$ cat src/rtl/cdm16_mem_bridge_if.sv
// cdm16 bridge bus bundle: CPU strobes, memory port and GPU snoop stream.
// slave = bridge side, master = CPU/memory/GPU environment side.
interface cdm16_mem_bridge_if #(
  parameter int ADDR_W = 15,
  parameter int LVL_W  = 4
);
  logic [15:0]       cpu_addr;
  logic              cpu_mem;
  logic              cpu_read;
  logic              cpu_word;
  logic [15:0]       cpu_data_out;
  logic [15:0]       cpu_data_in;
  logic              cpu_hold;
  logic [ADDR_W-1:0] mem_addr;
  logic [15:0]       mem_out;
  logic [15:0]       mem_in;
  logic              mem_en;
  logic [1:0]        mem_write;
  logic [15:0]       vram_addr;
  logic [15:0]       vram_data;
  logic [1:0]        vram_be;
  logic              vram_valid;
  logic              vram_ready;
  logic [LVL_W-1:0]  fifo_level;

  modport slave (
    input  cpu_addr, cpu_mem, cpu_read,
    input  cpu_word, cpu_data_out,
    input  mem_in, vram_ready,
    output cpu_data_in, cpu_hold,
    output mem_addr, mem_out, mem_en,
    output mem_write,
    output vram_addr, vram_data, vram_be,
    output vram_valid, fifo_level
  );

  modport master (
    output cpu_addr, cpu_mem, cpu_read,
    output cpu_word, cpu_data_out,
    output mem_in, vram_ready,
    input  cpu_data_in, cpu_hold,
    input  mem_addr, mem_out, mem_en,
    input  mem_write,
    input  vram_addr, vram_data, vram_be,
    input  vram_valid, fifo_level
  );
endinterface

$ cat src/rtl/cdm16_mem_bridge.sv
// cdm16 CPU-to-BRAM bridge: lane steering, read-latency stall,
// and a VRAM write snoop FIFO that back-pressures the CPU when full.
module cdm16_mem_bridge #(
  parameter int          ADDR_W         = 15,
  parameter int          MEM_LATENCY    = 1,
  parameter logic [15:0] VRAM_BASE      = 16'hC000,
  parameter int          VRAM_SIZE_LOG2 = 13,
  parameter int          FIFO_DEPTH     = 8,
  parameter bit          SNOOP_BYTES    = 1'b0
) (
  input logic               clock,
  input logic               reset_n,
  cdm16_mem_bridge_if.slave bus
);
  localparam int PW = $clog2(FIFO_DEPTH);
  localparam int LW = PW + 1;
  localparam int VH = 16 - VRAM_SIZE_LOG2;
  localparam logic [1:0] LAT_M1 = 2'(MEM_LATENCY - 1);
  localparam logic [VH-1:0] WIN_TAG =
    VRAM_BASE[15:VRAM_SIZE_LOG2];
  localparam logic [LW-1:0] FULL_LVL = LW'(FIFO_DEPTH);

  typedef enum logic [1:0] {
    IDLE, RWAIT, RDONE
  } state_e;

  state_e        state_q;
  logic [1:0]    cnt_q;
  logic [15:0]   rdata_q;
  logic [PW-1:0] wptr_q, rptr_q;
  logic [LW-1:0] level_q;
  logic [15:0]   fa_q [FIFO_DEPTH];
  logic [15:0]   fd_q [FIFO_DEPTH];
  logic [1:0]    fb_q [FIFO_DEPTH];

  logic        idle_req, rd, wr;
  logic        in_win, snoop, full;
  logic        stall, push, pop;
  logic [1:0]  be;
  logic [15:0] wdata, rsteer;

  // reset_n gates the request so nothing is issued while in reset
  assign idle_req = reset_n & bus.cpu_mem
                  & (state_q == IDLE);
  assign rd = idle_req & bus.cpu_read;
  assign wr = idle_req & ~bus.cpu_read;

  assign be = bus.cpu_word    ? 2'b11 :
              bus.cpu_addr[0] ? 2'b10 : 2'b01;
  assign wdata =
    bus.cpu_word    ? bus.cpu_data_out :
    bus.cpu_addr[0] ? {bus.cpu_data_out[7:0], 8'd0} :
                      {8'd0, bus.cpu_data_out[7:0]};
  assign rsteer =
    bus.cpu_word    ? bus.mem_in :
    bus.cpu_addr[0] ? {8'd0, bus.mem_in[15:8]} :
                      {8'd0, bus.mem_in[7:0]};

  assign in_win =
    bus.cpu_addr[15:VRAM_SIZE_LOG2] == WIN_TAG;
  assign snoop = in_win & (bus.cpu_word | SNOOP_BYTES);
  // full uses the registered level: a same-cycle pop cannot free a slot
  assign full  = level_q == FULL_LVL;
  assign stall = wr & snoop & full;
  assign push  = wr & snoop & ~full;
  assign pop   = bus.vram_valid & bus.vram_ready;

  assign bus.mem_addr  = bus.cpu_addr[ADDR_W:1];
  assign bus.mem_out   = wdata;
  assign bus.mem_en    = idle_req | (state_q == RWAIT);
  assign bus.mem_write = (wr & ~stall) ? be : 2'b00;
  assign bus.cpu_hold  = stall | (state_q == RWAIT)
                       | (rd & (MEM_LATENCY != 0));
  assign bus.cpu_data_in =
    (MEM_LATENCY == 0) ? (rd ? rsteer : 16'd0) : rdata_q;

  always_ff @(posedge clock or negedge reset_n) begin
    if (!reset_n) begin
      state_q <= IDLE;
      cnt_q   <= 2'd0;
      rdata_q <= 16'd0;
    end else begin
      case (state_q)
        IDLE: begin
          if (rd && MEM_LATENCY != 0) begin
            cnt_q   <= LAT_M1;
            state_q <= RWAIT;
          end
        end
        RWAIT: begin
          if (cnt_q == 2'd0) begin
            rdata_q <= rsteer;
            state_q <= RDONE;
          end else begin
            cnt_q <= cnt_q - 2'd1;
          end
        end
        RDONE:   state_q <= IDLE;
        default: state_q <= IDLE;
      endcase
    end
  end

  always_ff @(posedge clock or negedge reset_n) begin
    if (!reset_n) begin
      wptr_q  <= '0;
      rptr_q  <= '0;
      level_q <= '0;
    end else begin
      if (push) wptr_q <= wptr_q + PW'(1);
      if (pop)  rptr_q <= rptr_q + PW'(1);
      case ({push, pop})
        2'b10:   level_q <= level_q + LW'(1);
        2'b01:   level_q <= level_q - LW'(1);
        default: level_q <= level_q;
      endcase
    end
  end

  always_ff @(posedge clock) begin
    if (push) begin
      fa_q[wptr_q] <= {bus.cpu_addr[15:1], 1'b0};
      fd_q[wptr_q] <= wdata;
      fb_q[wptr_q] <= be;
    end
  end

  assign bus.vram_valid = level_q != '0;
  assign bus.fifo_level = level_q;
  assign bus.vram_addr  =
    bus.vram_valid ? fa_q[rptr_q] : 16'd0;
  assign bus.vram_data  =
    bus.vram_valid ? fd_q[rptr_q] : 16'd0;
  assign bus.vram_be    =
    bus.vram_valid ? fb_q[rptr_q] : 2'b00;
endmodule

$ cat src/flat_wrapper.sv
// flat-port wrapper written by rule: the top's interface ports become plain ports
module cdm16_mem_bridge_flat 
#(
  parameter int          ADDR_W         = 15,
  parameter int          MEM_LATENCY    = 1,
  parameter logic [15:0] VRAM_BASE      = 16'hC000,
  parameter int          VRAM_SIZE_LOG2 = 13,
  parameter int          FIFO_DEPTH     = 8,
  parameter bit          SNOOP_BYTES    = 1'b0
)
  (clock, reset_n, bus_cpu_addr, bus_cpu_mem, bus_cpu_read, bus_cpu_word, bus_cpu_data_out, bus_mem_in, bus_vram_ready, bus_cpu_data_in, bus_cpu_hold, bus_mem_addr, bus_mem_out, bus_mem_en, bus_mem_write, bus_vram_addr, bus_vram_data, bus_vram_be, bus_vram_valid, bus_fifo_level);
  cdm16_mem_bridge_if #(.ADDR_W(ADDR_W), .LVL_W(4)) bus_i ();
  input logic clock;
  input logic reset_n;
  input wire logic [$bits(bus_i.cpu_addr)-1:0] bus_cpu_addr;
  input wire logic [$bits(bus_i.cpu_mem)-1:0] bus_cpu_mem;
  input wire logic [$bits(bus_i.cpu_read)-1:0] bus_cpu_read;
  input wire logic [$bits(bus_i.cpu_word)-1:0] bus_cpu_word;
  input wire logic [$bits(bus_i.cpu_data_out)-1:0] bus_cpu_data_out;
  input wire logic [$bits(bus_i.mem_in)-1:0] bus_mem_in;
  input wire logic [$bits(bus_i.vram_ready)-1:0] bus_vram_ready;
  output wire logic [$bits(bus_i.cpu_data_in)-1:0] bus_cpu_data_in;
  output wire logic [$bits(bus_i.cpu_hold)-1:0] bus_cpu_hold;
  output wire logic [$bits(bus_i.mem_addr)-1:0] bus_mem_addr;
  output wire logic [$bits(bus_i.mem_out)-1:0] bus_mem_out;
  output wire logic [$bits(bus_i.mem_en)-1:0] bus_mem_en;
  output wire logic [$bits(bus_i.mem_write)-1:0] bus_mem_write;
  output wire logic [$bits(bus_i.vram_addr)-1:0] bus_vram_addr;
  output wire logic [$bits(bus_i.vram_data)-1:0] bus_vram_data;
  output wire logic [$bits(bus_i.vram_be)-1:0] bus_vram_be;
  output wire logic [$bits(bus_i.vram_valid)-1:0] bus_vram_valid;
  output wire logic [$bits(bus_i.fifo_level)-1:0] bus_fifo_level;
  assign bus_i.cpu_addr = bus_cpu_addr;
  assign bus_i.cpu_mem = bus_cpu_mem;
  assign bus_i.cpu_read = bus_cpu_read;
  assign bus_i.cpu_word = bus_cpu_word;
  assign bus_i.cpu_data_out = bus_cpu_data_out;
  assign bus_i.mem_in = bus_mem_in;
  assign bus_i.vram_ready = bus_vram_ready;
  assign bus_cpu_data_in = bus_i.cpu_data_in;
  assign bus_cpu_hold = bus_i.cpu_hold;
  assign bus_mem_addr = bus_i.mem_addr;
  assign bus_mem_out = bus_i.mem_out;
  assign bus_mem_en = bus_i.mem_en;
  assign bus_mem_write = bus_i.mem_write;
  assign bus_vram_addr = bus_i.vram_addr;
  assign bus_vram_data = bus_i.vram_data;
  assign bus_vram_be = bus_i.vram_be;
  assign bus_vram_valid = bus_i.vram_valid;
  assign bus_fifo_level = bus_i.fifo_level;
  cdm16_mem_bridge #(.ADDR_W(ADDR_W), .MEM_LATENCY(MEM_LATENCY), .VRAM_BASE(VRAM_BASE), .VRAM_SIZE_LOG2(VRAM_SIZE_LOG2), .FIFO_DEPTH(FIFO_DEPTH), .SNOOP_BYTES(SNOOP_BYTES)) u_core (.clock(clock), .reset_n(reset_n), .bus(bus_i));
endmodule
$ cat config.mk
export PLATFORM = sky130hd
export DESIGN_NAME = cdm16_mem_bridge_flat
export DESIGN_NICKNAME = d
export VERILOG_FILES = /design/src/rtl/cdm16_mem_bridge_if.sv /design/src/rtl/cdm16_mem_bridge.sv /design/src/flat_wrapper.sv
export SDC_FILE = /design/constraint.sdc
export NUM_CORES = 1
export LEC_CHECK = 0
export CAP_MARGIN = 10
export CORE_MARGIN = 4
export CORE_UTILIZATION = 49
export CTS_CLUSTER_DIAMETER = 50
export DETAILED_ROUTE_END_ITERATION = 16
export PLACE_DENSITY = 0.74
export SLEW_MARGIN = 10
export SYNTH_ARGS = -nofsm -noshare
export SYNTH_HDL_FRONTEND = slang
export SYNTH_SLANG_ARGS = --single-unit
$ cat constraint.sdc
create_clock -name clock -period 4.2 [get_ports clock]
set_clock_uncertainty 0.2 [all_clocks]
set_input_delay 0.42 -clock clock [delete_from_list [all_inputs] [get_ports clock]]
set_output_delay 0.42 -clock clock [all_outputs]
set_load 0.01 [all_outputs]
==> results.txt <==
----------------------------------------------------
[Floorplanning]
  Placeable core region ... roughly 24000 um^2
  Die extent in x ... 163 um
  I/O pin count ... roughly 140
  Initial Util ... 0.502
  Number of rows created at floorplan ... 56
  Die footprint ... ~27000 um^2
  Die height ... ~160 um

[Setup path]
  Critical path type ... in -> out
  Required @ worst endpoint ... around 3.6 ns
  Register-to-register path setup slack ... 1.36 ns
  Arr. time, crit path ... 3.22 ns
  Cell class contributing the biggest share of worst-path delay ... buffers and inverters
  Peak fanout along the critical path ... 23
  Ordered list of cells on the worst path ... clkdlybuf4s50_1 -> nor2b_1 -> inv_2 -> and2_1 -> clkdlybuf4s50_1
  Startpoint types ... primary input
  Library cell appearing most often on the critical path ... sky130_fd_sc_hd__clkdlybuf4s50_1
  Capturing element type of the critical path ... output pin
  Slowest-stage cell, CP ... sky130_fd_sc_hd__clkdlybuf4s50_1
  Largest stage delay, worst path ... ~0.73 ns
  Buffering stage count on the worst path with inverters included ... 3

[Pwr]
  Power Density ... ~590 nW/um^2
  Leak pwr ... 4.93 nW
  Peak supply drop ... approximately 410 uV

[Global routing]
  Overflow left after global routing ... 0
  Global-route wire length before repair ... roughly 38000 um
  GRT Resource Usage Total ... 0.187
  Antenna violations before repair ... 0
  Largest net degree at the start of global routing ... 69
  Number of global-route vias before repair ... between 6000 and 7000

[CTS]
  Root Buffer ... sky130_fd_sc_hd__clkbuf_16
  Post-cts gate resize count ... 0
  Register clock-pin slew on the reported worst setup and hold paths ... around 0.060 ns
  Skew-Pair Late Insertion Delay ... about 0.53 ns
  Maximum buffer depth of the clock tree ... 3
  Number of post-CTS setup repair buffers ... 0
  Number of sinks on the clock net ... approximately 290
  Number of hold buffers added after CTS ... 0
  TritonCTS clock tree ... yes
  Max H-tree Level ... 1
  TritonCTS Buffers ... 29

[Status]
  Status ... completed

[Drt]
  Top metal layer carrying routed signals ... met4
  First drt pass iteration count ... 4
  Met1 wire length ... 9970 um
  Detailed Route Iter0 Violations ... around 500
  Detail Route Antenna Nets ... 0
  Detailed-route wire length ... about 25000 um
  Detail Route met3 WL ... roughly 1600 um
  Met2 WL post-DR ... around 13000 um
  Via density per instance ... 5.58
  Avg WL per Cell ... 22.5 um
  Drt drc ... 0
  Vias ... just over 6000

[Timing]
  Max Clk Rate ... between 200 and 300 MHz
  Final Slew Violations ... 0
  Slew @ Worst Pin ... between 1 and 1.5 ns
  Worst hold margin ... about 0.14 ns
  Unrepaired setup endpoints after global routing ... false
  Time the worst path needs with I/O delays and setup ... between 3 and 4 ns
  Relative max-transition margin ... 0.296
  Fin crit share ... 0.914
  Final count of negative-setup-slack endpoints ... 0
  Fin. Hold Viols ... 0
  Total negative setup slack ... 0 ns

[Yosys]
  Proportion of synthesized chip area in sequential cells ... 0.732
  Synthesized area per cell ... ~19 um^2
  Total nets after synthesis ... about 680
  #FFs+latches synth ... 294
  Async set-reset flop share out of synthesis ... 0.102
  Most common flop cell mapped by yosys ... sky130_fd_sc_hd__edfxtp_1
  Total standard cell area after synthesis ... 11800 um^2
  Post-synthesis instance total ... 619
  Number of warning messages in the yosys log ... 0
  Unique cell type count in the Yosys netlist ... between 40 and 50
  Count of flip-flops with a built-in enable after synthesis ... ~260

[Cells and area]
  ANT cells ... 0
  Area of combinational cells with multiple inputs ... 2920 um^2
  Number of filler cells placed in the layout ... roughly 1700
  Layout cell share with drive strength beyond 1 ... 0.183
  Post-synthesis to final-layout area growth ... 23.2%
  Layout Cells excl Fill ... 1100
  Number of nets in the final layout ... around 800
  Flip-flop and latch area ... around 8700 um^2
  Final Cell Area ... 14600 um^2

[Place]
  I/O Buffers ... between 100 and 150
  Final HPWL from detailed placement ... 14900 um
  Placer congestion estimate ... 0.753
  Number of cells in the design after placement ... 1050
  DP Area ... approximately 14000 um^2

[Flow run]
  Max_cap viols ... 0

[Hold path]
  Worst min-delay path category ... in -> async

----------------------------------------------------
-- final cells by class --
cell class | instances | share of cell area
Clock inverter | 13 | 0.0101
Clock buffer | 37 | 0.0518
Sequential cell | 294 | 0.595
Tap cell | 319 | 0.0273
Timing Repair Buffer | 161 | 0.114
Inverter | 7 | 0.00180
Multi-Input combinational cell | 269 | 0.200
-- cells in the mapped netlist (6+ instances only) --
cell                       number  share of area
sky130_fd_sc_hd__edfxtp_1     264           0.67
sky130_fd_sc_hd__mux4_2        66           0.13
sky130_fd_sc_hd__nor2_1        43          0.014
sky130_fd_sc_hd__mux2i_1       41          0.035
sky130_fd_sc_hd__nand2_1       33          0.010
sky130_fd_sc_hd__dfrtp_1       30          0.063
sky130_fd_sc_hd__buf_4         20          0.013
sky130_fd_sc_hd__clkbuf_1      17         0.0054
sky130_fd_sc_hd__o21ai_1       15         0.0063
sky130_fd_sc_hd__a22o_1         9         0.0067
sky130_fd_sc_hd__and2_1         8         0.0042
sky130_fd_sc_hd__buf_2          8         0.0034
sky130_fd_sc_hd__ha_1           6         0.0063
-- metrics by stage --
stage,total power [mW],worst slack [ns],utilization
final,8.55,0.361,0.618
after global routing,8.97,0.157,0.618
after CTS,8.67,0.315,0.618
after detailed placement,6.18,0.334,0.580
after global placement,6.15,0.431,0.580
after floorplan,5.10,0.830,-
-- routing by layer --
metal | global-route usage | vias up
li1 | - | 2713
met5 | 0 | -
met3 | 0.0323 | 26
met1 | 0.258 | 3165
met2 | 0.323 | 236
met4 | 0.0274 | 0
-- final timing paths --
check	startpoint	to	depth (start not counted)
worst max-delay path	bus_cpu_word	bus_mem_out[0]	5
worst min-delay path	reset_n	u_core.bus.cpu_data_in[15]	2
worst max register to register	u_core.state_q[1]	u_core.bus.fifo_level[3]	8
worst min register to register	u_core.wptr_q[2]	u_core.wptr_q[2]	1
max in group asynchronous	reset_n	u_core.rptr_q[0]	2
min in group clock	bus_mem_in[9]	u_core.bus.cpu_data_in[9]	3
-- cells in the final DEF, fill, tap and decap left out, types with 5 or more instances in the layout --
master,count
sky130_fd_sc_hd__xor2_1,5
sky130_fd_sc_hd__nor2_1,37
sky130_fd_sc_hd__xnor2_1,5
sky130_fd_sc_hd__buf_4,11
sky130_fd_sc_hd__o21ai_1,15
sky130_fd_sc_hd__mux2i_1,41
sky130_fd_sc_hd__clkdlybuf4s50_1,142
sky130_fd_sc_hd__edfxtp_1,264
sky130_fd_sc_hd__and2_1,8
sky130_fd_sc_hd__a22o_1,9
sky130_fd_sc_hd__clkbuf_16,29
sky130_fd_sc_hd__clkinv_1,5
sky130_fd_sc_hd__dfrtp_1,27
sky130_fd_sc_hd__clkbuf_1,8
sky130_fd_sc_hd__nor2_4,6
sky130_fd_sc_hd__mux4_2,66
sky130_fd_sc_hd__inv_1,5
sky130_fd_sc_hd__nand2_1,33
sky130_fd_sc_hd__buf_12,8
sky130_fd_sc_hd__ha_1,6
sky130_fd_sc_hd__nand2b_1,5
-- kinds of logic after synthesis --
group | after synthesis | synth area share
adder cells (fa/ha/maj) | 6 | 0.00634
other | 1 | 0.000317
multiplexers | 111 | 0.164
AO/OA/AOI/OAI | 32 | 0.0171
XOR/XNOR | 10 | 0.00739
flip-flops | 294 | 0.732
AND/OR/NAND/NOR | 109 | 0.0453
buffers and inverters | 56 | 0.0268
-- power by group --
part / total [mW] / switching (mW) / internal, mW
Combinational: 2.42 / 0.952 / 1.47
Sequential: 3.66 / 0.395 / 3.27
Clock: 2.47 / 1.02 / 1.45
Total: 8.55 / 2.36 / 6.19
-- flip-flops by register name, summed over array words and instances (netlist names), 3 cells and up --
name,cells
u_core.fd_q,128
u_core.bus.fifo_level,4
u_core.bus.cpu_data_in,16
u_core.fa_q,120
u_core.fb_q,16
u_core.rptr_q,3
u_core.wptr_q,3
No activity file was read; power rests on OpenSTA's default activity.
